<file path="src/rtl/spi_mbox_reader.sv">
// Mailbox port-B consumer: polls RAM slots for pending commands, runs each as a 16-bit
// SPI mode-0 transfer and writes the completed word back. Optional irq port: SPI_MBOX_IRQ_EN.
module spi_mbox_reader #(
  parameter int unsigned SLOTS   = 16,
  parameter int unsigned CLK_DIV = 4
) (
  input  logic        clk,
  input  logic        rst_n,
  input  logic        run,
  output logic        enb,
  output logic        web,
  output logic [7:0]  addrb,
  output logic [31:0] dib,
  input  logic [31:0] dob,
  input  logic        ackb,
  output logic        sclk,
  output logic        cs_n,
  output logic        mosi,
  input  logic        miso,
  output logic        busy
`ifdef SPI_MBOX_IRQ_EN
  ,
  output logic        irq
`endif
);

  localparam int unsigned ADDR_W     = 8;
  localparam int unsigned DIV_W      = (CLK_DIV > 1) ? $clog2(CLK_DIV) : 1;
  localparam int unsigned PH_W       = 6;
  localparam int unsigned PH_SCLK_LO = 2;
  localparam int unsigned PH_SCLK_HI = 32;
  localparam int unsigned PH_LAST    = 33;

  typedef enum logic [2:0] {
    IDLE,
    FETCH,
    WAIT_RD,
    DECODE,
    SHIFT,
    WRBACK,
    WAIT_WR
  } state_t;

  state_t            state;
  state_t            state_nxt;
  logic [ADDR_W-1:0] ptr;
  logic [ADDR_W-1:0] ptr_nxt;
  logic [ADDR_W-1:0] ptr_inc;
  logic [31:0]       cmd;
  logic [15:0]       frame;
  logic [14:0]       tx_sh;
  logic [7:0]        rx;
  logic [DIV_W-1:0]  div_cnt;
  logic [PH_W-1:0]   phase;
  logic [PH_W-1:0]   phase_inc;
  logic              div_end;
  logic              ph_end;
  logic              sclk_lvl;
  logic              unused_cmd_bits;

  assign ptr_inc   = (ptr == ADDR_W'(SLOTS - 1)) ? '0 : ptr + ADDR_W'(1);
  assign frame     = {cmd[30], cmd[22:16], cmd[15:8]};
  assign div_end   = (div_cnt == DIV_W'(CLK_DIV - 1));
  assign ph_end    = div_end && (phase == PH_W'(PH_LAST));
  assign phase_inc = phase + PH_W'(1);
  // Phase 0/1 is cs_n setup, even phases 2..32 are sclk high, phase 33 is cs_n hold.
  assign sclk_lvl  = (phase_inc >= PH_W'(PH_SCLK_LO)) && (phase_inc <= PH_W'(PH_SCLK_HI))
                     && !phase_inc[0];
  assign unused_cmd_bits = ^{cmd[29], cmd[7:0]};

  always_ff @(posedge clk or negedge rst_n) begin
    if (!rst_n) begin
      state <= IDLE;
      ptr   <= '0;
    end else begin
      state <= state_nxt;
      ptr   <= ptr_nxt;
    end
  end

  always_comb begin
    state_nxt = state;
    ptr_nxt   = ptr;
    case (state)
      IDLE:    if (run) state_nxt = FETCH;
      FETCH:   state_nxt = WAIT_RD;
      WAIT_RD: if (ackb) state_nxt = DECODE;
      DECODE: begin
        if (!cmd[31]) begin
          ptr_nxt   = ptr_inc;
          state_nxt = run ? FETCH : IDLE;
        end else begin
          state_nxt = SHIFT;
        end
      end
      SHIFT:   if (ph_end) state_nxt = WRBACK;
      WRBACK:  state_nxt = WAIT_WR;
      WAIT_WR: begin
        if (ackb) begin
          ptr_nxt   = ptr_inc;
          state_nxt = run ? FETCH : IDLE;
        end
      end
      default: state_nxt = IDLE;
    endcase
  end

  // RAM port, SPI pins and transfer datapath, all registered off the next state.
  always_ff @(posedge clk or negedge rst_n) begin
    if (!rst_n) begin
      enb     <= 1'b0;
      web     <= 1'b0;
      addrb   <= '0;
      dib     <= '0;
      sclk    <= 1'b0;
      cs_n    <= 1'b1;
      mosi    <= 1'b0;
      busy    <= 1'b0;
      cmd     <= '0;
      tx_sh   <= '0;
      rx      <= '0;
      div_cnt <= '0;
      phase   <= '0;
    end else begin
      enb  <= (state_nxt == FETCH) || (state_nxt == WRBACK);
      web  <= (state_nxt == WRBACK);
      busy <= (state_nxt != IDLE);
      cs_n <= (state_nxt != SHIFT);
      if ((state_nxt == FETCH) || (state_nxt == WRBACK)) addrb <= ptr_nxt;
      if ((state == WAIT_RD) && ackb) cmd <= dob;
      if ((state == SHIFT) && (state_nxt == WRBACK)) dib <= {1'b0, cmd[30], 1'b1, cmd[28:8], rx};

      if ((state == DECODE) && (state_nxt == SHIFT)) begin
        mosi    <= frame[15];
        tx_sh   <= frame[14:0];
        rx      <= '0;
        sclk    <= 1'b0;
        div_cnt <= '0;
        phase   <= '0;
      end else if (state == SHIFT) begin
        if (div_end) begin
          div_cnt <= '0;
          if (!ph_end) begin
            phase <= phase_inc;
            sclk  <= sclk_lvl;
            if (sclk_lvl && !sclk) rx <= {rx[6:0], miso};
            if (!sclk_lvl && sclk) begin
              mosi  <= tx_sh[14];
              tx_sh <= {tx_sh[13:0], 1'b0};
            end
          end
        end else begin
          div_cnt <= div_cnt + DIV_W'(1);
        end
      end
    end
  end

`ifdef SPI_MBOX_IRQ_EN
  // Completion strobe aligned with the write-back acknowledge.
  assign irq = (state == WAIT_WR) && ackb;
`endif

endmodule

</file>
<file path="config.mk">
export PLATFORM = sky130hd
export DESIGN_NAME = spi_mbox_reader
export DESIGN_NICKNAME = d
export VERILOG_FILES = /design/src/rtl/spi_mbox_reader.sv
export SDC_FILE = /design/constraint.sdc
export NUM_CORES = 1
export LEC_CHECK = 0
export CAP_MARGIN = 20
export CORE_ASPECT_RATIO = 1.1
export CORE_MARGIN = 5
export CORE_UTILIZATION = 57
export DETAILED_ROUTE_END_ITERATION = 10
export PLACE_DENSITY = 0.92
export SLEW_MARGIN = 15
export SYNTH_ARGS = -nofsm -noshare
export SYNTH_HDL_FRONTEND = slang
export SYNTH_SLANG_ARGS = --single-unit
</file>
<file path="constraint.sdc">
create_clock -name clk -period 4.48 [get_ports clk]
set_input_delay 0.672 -clock clk [delete_from_list [all_inputs] [get_ports clk]]
set_output_delay 0.672 -clock clk [all_outputs]
set_load 0.01 [all_outputs]
</file>
# After elaboration in Yosys (flattened, before gate mapping)
# Cells that the tools add are included.
dict set report totals {
  register_bits 119
  inputBits 37
  output_inout_bits 46
  elab_cells 92
}
dict set report op_classes {
  n_addsub 3
  n_reduce_logical 21
  order_cmp 2
  n_mux 37
  eq_ne 14
}
# operator n
set op_table {}
lappend op_table {{two-way mux 15 bit} 5}
lappend op_table {{two-way mux 8 bit} 8}
lappend op_table {{two-way mux 6 bit} 4}
lappend op_table {{one-hot mux 3 bit (7 select lines)} 1}
lappend op_table {{one-hot mux 8 bit (2 select lines)} 1}
lappend op_table {{equality test 3 bit, second input constant} 5}
lappend op_table {{two-way mux 3 bit} 5}
lappend op_table {{two-way mux 1 bit} 10}
lappend op_table {{adder 8 x 1 -> 8 bit, second input constant} 1}
lappend op_table {{equality test 8 x 4 -> 1 bit, second input constant} 1}
lappend op_table {{logical AND 1 bit} 8}
lappend op_table {{AND reduction 4 bit} 2}
lappend op_table {{nonzero test 2 bit} 4}
lappend op_table {{adder 6 x 1 -> 6 bit, second input constant} 1}
lappend op_table {{equality test 3 x 1 -> 1 bit, second input constant} 2}
lappend op_table {{equality test 3 x 2 -> 1 bit, second input constant} 2}
lappend op_table {{equality test 6 bit, second input constant} 1}
lappend op_table {{greater-or-equal comparator 6 x 2 -> 1 bit, second input constant} 1}
lappend op_table {{<= comparator 6 bit, second input constant} 1}
lappend op_table {{two-way mux 2 bit} 3}
lappend op_table {{logical NOT 1 bit} 3}
lappend op_table {{logical NOT 3 bit} 1}
lappend op_table {{inequality test 3 bit, second input constant} 1}
lappend op_table {{AND reduction 3 bit} 1}
lappend op_table {{other kinds (5)} 5}

# Longest topological paths before layout
dict set report depth {
  depth_word 11
  ltp_mapped 8
  depth_no_buf 8
}

# Worst setup path before layout
# Ideal clock, no wire load.
dict set report synth_path {
  kind {register to register}
  startpoint {register phase[2]}
  endpoint {register addrb[0]}
  synth_period_minus_slack_ps 2125
  path_stages_with_launch 8
  required_ps 4355
  setup_ps 125
  arrival_time_ps 2000
  path_buffers 1
  path_slack_ps 2355
  path_cell_list {dfrtp_1 buf_6 or4b_4 or3_4 clkinv_4 a211oi_2 nor2_8 mux2_2}
}
dict set report synth_via {
  elab_chain_len 6
  word_cells_on_any_way 7
  classes_between {eq/ne: 3; mux: 2; reduce/logical: 2}
}
# element line
set synth_rtl {}
lappend synth_rtl {{from (decl)} 54} ;# logic [PH_W-1:0] phase;
lappend synth_rtl {{from (signal assigned)} 144} ;# phase <= phase_inc;
lappend synth_rtl {{equality test 6 bit *} 64} ;# assign ph_end = div_end && (phase == PH_W'(PH_LAST));
lappend synth_rtl {{logical AND 1 bit *} 64}
lappend synth_rtl {{two-way mux 3 bit *} 96} ;# SHIFT: if (ph_end) state_nxt = WRBACK;
lappend synth_rtl {{one-hot mux 3 bit (7 select lines) *} 84} ;# case (state)
lappend synth_rtl {{equality test 3 x 1 -> 1 bit / equality test 3 bit (equally long branches)} 129} ;# if ((state_nxt == FETCH) || (state_nxt == WRBACK)) addrb <= ptr_nxt;
lappend synth_rtl {{logical OR 1 bit *} 129}
lappend synth_rtl {{to (signal assigned)} 129}
lappend synth_rtl {{to (decl)} 12} ;# output logic [7:0] addrb,
# Mark *: on every way between the ends. The rest lies on a longest branch, timed or not.
# A chain may end at the register's enable or synchronous reset.

# Final worst setup path
dict set report layout_path {
  startpoint {register phase[0]}
  endpoint {register busy}
}
dict set report layout_via {
  elab_chain_len 5
}
# element line
set layout_rtl {}
lappend layout_rtl {{equality test 6 bit} 64}
lappend layout_rtl {{logical AND 1 bit} 64}
lappend layout_rtl {{two-way mux 3 bit} 96}
lappend layout_rtl {{one-hot mux 3 bit (7 select lines)} 84}
lappend layout_rtl {{via state_nxt[0]} 45} ;# state_t state_nxt;
lappend layout_rtl {{nonzero test 3 bit} 127} ;# busy <= (state_nxt != IDLE);
lappend layout_rtl {{to (signal assigned)} 127}
lappend layout_rtl {{to (decl)} 20} ;# output logic busy
# The timed path passes the listed nets, and every way through them passes these cells.

==> results.toml <==
[sta]
fin_crit_ns = 3.05
fin_worst_skew_ns = 0.0121
max_freq_ghz = 0.328
finalHoldViolations = 0
slew_violations = 0
max_slew.worst_pin.slew_ns = 1.11
post-route-period-util_pct = 68.0
fin_hold_ws_ns = 0.435
relSlewSlack_pct = 26.1
tns_ns = 0
setup_slack_ns = 1.43
finalSetupViolCount = 0
rsz0062_at_grt = "no"

[synthesis]
yosys.area.top_type = "dfrtp_1"
synth-compound-area-share_pct = 9.70
muxShareOfSynthArea_pct = 9.40
seq_area_frac_synth_pct = 55.0
synth_fa_ha_area_share_pct = 1.00
netlist_top_cells_count = "dfrtp_1, nand2_1, mux2_2, nand3_1"
syn-instance-count = 477
synth.avg_cell_area_um2 = 10.5
synth_xor_area_share_pct = 1.22
synth_top_family_by_area = "simple AND/OR/NAND/NOR gates"
syn_area_mm2 = 0.00501
yosysTopAreaCellShare_pct = 54.5
synth.area.top_cells = "dfrtp_1, nand2_1, mux2_2"
synth_most_common_cell = "dfrtp_1"
synth.distinct_cells = 53
synth_nets = 518
synthArstFlopShare_pct = 100
synth_top_flop_cell = "dfrtp_1"
synth_seq_cells = 110
synth-edff-count = 0
synthSimpleGateAreaFrac_pct = 19.5
yosysWarnings = 0

[setup_path]
cp.arrival_ns = 3.30
required_ns = 4.73
timing.rr.start = "phase[0]"
cp_cell_sequence = "ha_1, nand2_1, or3_4, clkinv_4, a211oi_2, inv_1, or3_1"
start_kind = "register"
criticalPathCategory = "register to register"
max_stage_delay_ns = 0.74
crit_path_end_kind = "register"
slowest_stage = "dfrtp_1"
startpoint = "phase[0]"
crit_fanout = 39

[grt]
grt_pass1_wl_um = 19000
grt_antenna_before_repair = 0
grt_max_degree = 78
gr-total-overflow = 0
grt_use_total_pct = 21.9
grt_pass1_vias = 3851

[drt]
drt-met1-wl_um = 4610
via_count = 3796
drc_errors = 0
dr.pass1.iters = 5
drt_iter0_markers = 287
met3_length_um = 596
drt_wl_total_um = 11100
ant_nets = 0
routedWlPerCell_um = 17.1
wl_met2_um = 5740
drt-vias-per-instance = 5.86
highest_layer = "met4"

[cells_and_area]
n_antenna_cell = 0
final_area_mm2 = 0.00594
area_growth_pct = 18.7
nNetsFinal = 573
drive_gt1_share_pct = 11.7

[worst_hold_path]
hp-class = "primary input to asynchronous set/reset pin"

[pwr]
power_uw = 2810
p_leak_uw = 0.00273
ir_drop_uv = 262
p_per_area_mw_per_mm2 = 473

[die]
rows = 35
fp.dieW_um = 99.4
pin_count = 83
core_region_area_mm2 = 0.00850
die-area_mm2 = 0.0108
initial_utilization_pct = 58.9
die_y_um = 108

[clock_tree]
path_clk_slew_ns = 0.11
h-tree-depth = 3
cts_resized = 0
clk_latency_ns = 0.37
clockBufferDepth = 2
post_cts_buffers = 0
tritoncts = "yes"
cts_hold_buffers = 0
cts_sinks = 110
cts_buffers = 9
root_buffer = "clkbuf_8"

[placement]
place_area_mm2 = 0.00575
hpwlAfterDp_um = 7540
gp_congestion = 0.845
place_ws_ns = 1.42
port_buffers = 72

[job]
maxCapViolations = 0

[run_status]
status = "completed"
metrics by stage:
step | util [%] | instances
after global routing | 69.9 | 648
after detailed placement | 67.7 | 632
after floorplan | - | 477
after global placement | 67.7 | 632
final | 69.9 | 648
after CTS | 69.9 | 648
path summary, 6_finish.rpt:
kind                            slack [ns]  cells after the start       end
min in group clk                      0.48                      2   dib[24]
worst min register to register        0.48                      2   dib[24]
worst min-delay path                  0.44                      1  phase[2]
worst max register to register        1.43                      7      busy
max in group asynchronous             3.08                      2   cmd[25]
worst max-delay path                  1.43                      7      busy
critical path, delay by kind of cell, from the launching register on:
family,cells,cell delay [ns]
AO/OA/AOI/OAI,1,0.49
adder cells (fa/ha/maj),1,0.41
buffers and inverters,2,0.41
flip-flops,1,0.74
AND/OR/NAND/NOR,3,0.86
kinds of logic after synthesis:
family,after synthesis
compound gates,68
xor+xnor,7
fa+ha+maj,4
buf+inv,47
flops,110
mux,43
other cells,1
simple gates,197
power breakdown:
part	switching (uW)	internal [uW]	leakage, uW	total [uW]
Sequential	199	1230	0.00144	1430
Clock	352	229	0.0000971	581
Combinational	411	392	0.00120	803
Total	962	1850	0.00273	2810
sequential cells by signal (all words and copies together) (netlist names):
name and flops:
dib 31, cmd 23, tx_sh 15, addrb 8, ptr 8, rx 8, phase 6, state 3
div_cnt 2, busy 1, cs_n 1, enb 1, mosi 1, sclk 1, web 1
layer usage:
metal  global-route usage, %  vias up
li1                        -     1779
met3                    4.84       19
met5                       0        -
met4                    5.56        0
met1                    27.7     1860
met2                    38.1      138
cell usage in the layout (no fill, tap or decap), types with 3 or more instances in the layout:
cell type          n
a21oi_1            7
a22oi_1           15
a31o_2             4
and2_1            16
and3_1             4
and3b_1            3
buf_4              5
clkbuf_8          10
clkdlybuf4s50_1   71
dfrtp_1          109
ha_1               4
inv_1             14
mux2_2            31
mux2i_1           11
nand2_1          105
nand2b_1           4
nand3_1           21
nand4_1           20
nor2_1             8
o21ai_0           15
o311ai_0          12
or3_1              4
xnor2_1            3
xor2_1             4
layout make-up:
cell class	count	area, um^2
Timing Repair Buffer	76	748
Sequential cell	110	2750
Multi-Input combinational cell	320	2050
Clock inverter	6	52.6
Fill cell	604	2550
Tap cell	111	139
Clock buffer	10	138
Inverter	15	61.3
Power figures use the tool's default switching activity.
